--- config.mk ---
export PLATFORM = sky130hd
export DESIGN_NAME = seq_comparator
export DESIGN_NICKNAME = d
export VERILOG_FILES = /design/src/rtl/seq_comparator.sv
export SDC_FILE = /design/constraint.sdc
export NUM_CORES = 1
export LEC_CHECK = 0
export CORE_ASPECT_RATIO = 0.75
export CORE_MARGIN = 1.5
export CORE_UTILIZATION = 37
export DETAILED_ROUTE_END_ITERATION = 12
export PLACE_DENSITY = 0.68
export SLEW_MARGIN = 20
export SYNTH_ARGS = -nofsm -noshare
export SYNTH_HDL_FRONTEND = slang
export SYNTH_SLANG_ARGS = --single-unit
--- constraint.sdc ---
create_clock -name clk -period 2.7 [get_ports clk]
set_input_delay 0.405 -clock clk [delete_from_list [all_inputs] [get_ports clk]]
set_output_delay 0.405 -clock clk [all_outputs]
set_load 0.02 [all_outputs]
--- src/rtl/seq_comparator.sv ---
// Multi-cycle magnitude comparator: walks the operands CHUNK bits per cycle from the
// MSB end and stops at the first differing chunk, producing gt/lt/eq and CPSR flags.
module seq_comparator #(
    parameter int WIDTH = 16,
    parameter int CHUNK = 4
) (
    input  logic             clk,
    input  logic             rst,
    input  logic             start,
    input  logic             signed_mode,
    input  logic [WIDTH-1:0] x,
    input  logic [WIDTH-1:0] y,
    output logic             busy,
    output logic             done,
    output logic             gt,
    output logic             lt,
    output logic             eq,
    output logic             negative,
    output logic             zero,
    output logic             cout,
    output logic             overflow
);

    localparam int N    = WIDTH / CHUNK;
    localparam int IDXW = (N > 1) ? $clog2(N) : 1;

    typedef enum logic {
        IDLE,
        RUN
    } state_t;

    state_t            state_q, state_d;
    logic [WIDTH-1:0]  a_q, a_d;
    logic [WIDTH-1:0]  b_q, b_d;
    logic [IDXW-1:0]   idx_q, idx_d;
    logic              done_q, done_d;
    logic              gt_q, gt_d;
    logic              lt_q, lt_d;
    logic              eq_q, eq_d;

    logic [WIDTH-1:0]  msb_flip;
    logic [CHUNK-1:0]  a_chunk;
    logic [CHUNK-1:0]  b_chunk;

    always_comb begin
        // Signed order is unsigned order with both sign bits inverted, so the flip
        // is folded into the latched operands and the datapath stays unsigned.
        msb_flip            = '0;
        msb_flip[WIDTH-1]   = signed_mode;

        a_chunk = CHUNK'(a_q >> (idx_q * CHUNK));
        b_chunk = CHUNK'(b_q >> (idx_q * CHUNK));

        state_d = state_q;
        a_d     = a_q;
        b_d     = b_q;
        idx_d   = idx_q;
        done_d  = 1'b0;
        gt_d    = gt_q;
        lt_d    = lt_q;
        eq_d    = eq_q;

        case (state_q)
            IDLE: begin
                if (start) begin
                    a_d     = x ^ msb_flip;
                    b_d     = y ^ msb_flip;
                    idx_d   = IDXW'(N - 1);
                    state_d = RUN;
                end
            end
            RUN: begin
                if (a_chunk != b_chunk) begin
                    gt_d    = (a_chunk > b_chunk);
                    lt_d    = (a_chunk < b_chunk);
                    eq_d    = 1'b0;
                    done_d  = 1'b1;
                    state_d = IDLE;
                end else if (idx_q == '0) begin
                    gt_d    = 1'b0;
                    lt_d    = 1'b0;
                    eq_d    = 1'b1;
                    done_d  = 1'b1;
                    state_d = IDLE;
                end else begin
                    idx_d = idx_q - IDXW'(1);
                end
            end
            default: state_d = IDLE;
        endcase
    end

    always_ff @(posedge clk) begin
        if (rst) begin
            state_q <= IDLE;
            a_q     <= '0;
            b_q     <= '0;
            idx_q   <= '0;
            done_q  <= 1'b0;
            gt_q    <= 1'b0;
            lt_q    <= 1'b0;
            eq_q    <= 1'b0;
        end else begin
            state_q <= state_d;
            a_q     <= a_d;
            b_q     <= b_d;
            idx_q   <= idx_d;
            done_q  <= done_d;
            gt_q    <= gt_d;
            lt_q    <= lt_d;
            eq_q    <= eq_d;
        end
    end

    assign busy     = (state_q == RUN);
    assign done     = done_q;
    assign gt       = gt_q;
    assign lt       = lt_q;
    assign eq       = eq_q;
    assign negative = lt_q;
    assign zero     = eq_q;
    assign cout     = gt_q | eq_q;
    assign overflow = 1'b0;

endmodule

==> impl_metrics.toml <==
[outcome]
status = "finished clean"

[routing]
firstDrtPassIters = 4
vias = 1438
antenna_left = 0
detail_route.wl_per_cell_um = 12.1
drt_iter0_markers = 35
drc = 0
drt-total-wl_um = 3530
vias_per_cell = 4.91

[finish]
nNetsFinal = 277
multiInputGateArea_um2 = 848
utilization_pct = 50.8
n_antenna_cell = 0
area_growth_pct = 30.3
drive_above_1_share_pct = 11.4
nFillCells = 443
register_area_um2 = 781

[critical_path]
worst-path-max-fanout = 10
required_ps = 2900
max_stage_delay_ps = 610
slowest_stage = "dfxtp_1"
criticalPathCategory = "flop to flop"
cp-end-kind = "flop"
cp.arrival_ps = 2550
start_kind = "flop"
crit_path_cell_trace = "mux4_2 -> ha_1 -> nand4_4 -> nor3b_4 -> nor3_2 -> a211oi_2"

[placed_design]
dp_hpwl_um = 2600
place_congestion = 0.809
io_buffer_count = 43

[synth]
synth_cells = 197
syn_area_um2 = 1750
yosys.cell_types.count = 27
yosysTopAreaCell = "dfxtp_1"
avgSynthCellArea_um2 = 8.89
synth_top_area_share_pct = 44.6
yosysWarningCount = 0
seq_area_frac_synth_pct = 44.6
syn_nets = 238
synth_area_leaders = "dfxtp_1 45%, nand2_1 13%, a21oi_1 10%"
ys_ff_latch = 39

[global_routing]
overflow = 0
antenna_found_initial = 0
grt_max_degree = 41
grt_use_total_pct = 15.4
grt_first_pass_wirelength_um = 6040
first_global_vias = 1374

[cts]
root_buffer = "clkbuf_8"
cts_setup_buffers = 0
cts_sinks = 39
cts_made_buffers = 5
cts_resized = 0
insertion_delay_ps = 280
htreeDepth = 2
clk_pin_slew_ps = 70
cts_tree = "yes"
clock_path_buffers = 2
cts_hold_buf = 0

[floorplan]
die_height_um = 62.6
chipWidth_um = 82.5
io_pins = 45
rows = 21
die_area_um2 = 5160
floorplan.core_area_um2 = 4490
initial_core_util_pct = 39.0

[sta]
hold_violations = 0
fin_setup_tns_ps = 0
setup_violations = 0
min_period_over_period_pct = 87.0
max_freq_mhz = 426
rsz0062_at_grt = "no"
fin_crit_ps = 2350
maxSlewViolCount = 0
skew_ps = 3.70

[run]
drv_cap = 0

[worst_hold_path]
min_path_type = "flop to flop"

[power_and_ir_drop]
p_per_area_nw_per_um2 = 588
vdd.ir_drop.worst_v = 0.000254
total_leakage_power_nw = 0.851
## Yosys cell counts
cell	count
dfxtp_1	39
clkbuf_1	4
a211oi_1	3
ha_1	5
nor2_1	4
buf_4	7
mux4_2	8
buf_6	1
nor2b_1	1
buf_2	4
nand2b_1	1
o21a_1	1
nor3_2	1
nand3_1	1
or2_2	1
nand4_4	1
o31ai_1	1
conb_1	1
xnor2_1	2
o2111ai_1	1
nand2_1	63
a21oi_1	36
a21o_2	1
nand4b_1	1
nor3b_4	1
a211oi_2	1
inv_1	7
## metal layers
layer  GRT usage, %  vias to the layer above  wire length, um
met5              0                        -                0
met4           5.72                        0               55
met3           4.67                        7              203
met2           23.1                       38             1560
met1           20.6                      656             1720
li1               -                      737                -
## area by class of cell
cell class / count / area share, %
multi-input cells: 135 / 37.2
flip-flops and latches: 39 / 34.2
repair buffers: 48 / 20.5
clock buffers: 6 / 3.62
well taps: 57 / 3.12
inverters: 7 / 1.15
clock inverters: 1 / 0.219
## path summary, 6_finish.rpt
check,start,endpoint,slack [ps],depth (start not counted)
min,a_q[12],a_q[12],460,2
min reg2reg,a_q[12],a_q[12],460,2
max,idx_q[1],idx_q[1],350,6
max reg2reg,idx_q[1],idx_q[1],350,6
## state kept, by name, summed over array words and instances, names as in the netlist
signal  count
a_q        16
idx_q       2
b_q        16
busy        1
gt          1
eq          1
lt          1
done        1
## cells in the final DEF (no fill, tap or decap)
master           synthesis  final
nand2_1                 63     63
clkdlybuf4s50_1          0     43
dfxtp_1                 39     39
a21oi_1                 36     36
mux4_2                   8      8
inv_1                    7      7
clkbuf_8                 0      6
ha_1                     5      5
buf_4                    7      5
nor2_1                   4      4
a211oi_1                 3      3
xnor2_1                  2      2
or2_2                    1      1
nor2b_2                  0      1
nand2b_1                 1      1
nand4_4                  1      1
nor3b_4                  1      1
nor3_2                   1      1
a211oi_2                 1      1
o21a_1                   1      1
nand4b_1                 1      1
o31ai_1                  1      1
o2111ai_1                1      1
nand3_1                  1      1
a21o_2                   1      1
conb_1                   1      1
clkinv_2                 0      1
## worst max-delay path, delay by kind of cell (launching register included)
| family | cells | cell delay, ps |
|---|---|---|
| simple gates | 3 | 500 |
| flops | 1 | 610 |
| compound gates | 1 | 220 |
| fa+ha+maj | 1 | 360 |
| mux | 1 | 570 |
## cells by family (layout without fill, tap and decap cells)
group,Yosys count,after routing,share of synthesized area (%)
and+or+nand+nor,75,75,19.1
DFF,39,39,44.6
AOI/OAI and AO/OA,44,44,14.1
buffers and inverters,23,62,7.14
muxes,8,8,10.3
other,1,1,0.214
adders and majority gates,5,5,3.57
xor gates and xnor gates,2,2,1.00
## power by group
part / internal, mW / leakage (nW) / total, mW / switching, mW
Sequential: 0.617 / 0.321 / 0.651 / 0.0335
Combinational: 0.162 / 0.483 / 0.308 / 0.146
Clock: 0.200 / 0.0470 / 0.382 / 0.182
## stage by stage
step                worst slack, ps  power [mW]  area [um2]  instances  hold WS (ps)
floorplan                       674       0.864        1750        197           433
finish                          352        1.34        2280        293           458
CTS                             315        1.36        2280        293           459
global placement                436       0.967        2190        286           445
detailed placement              334       0.973        2190        286           448
global route                    188        1.42        2280        293           480
Power figures use the tool's default switching activity.
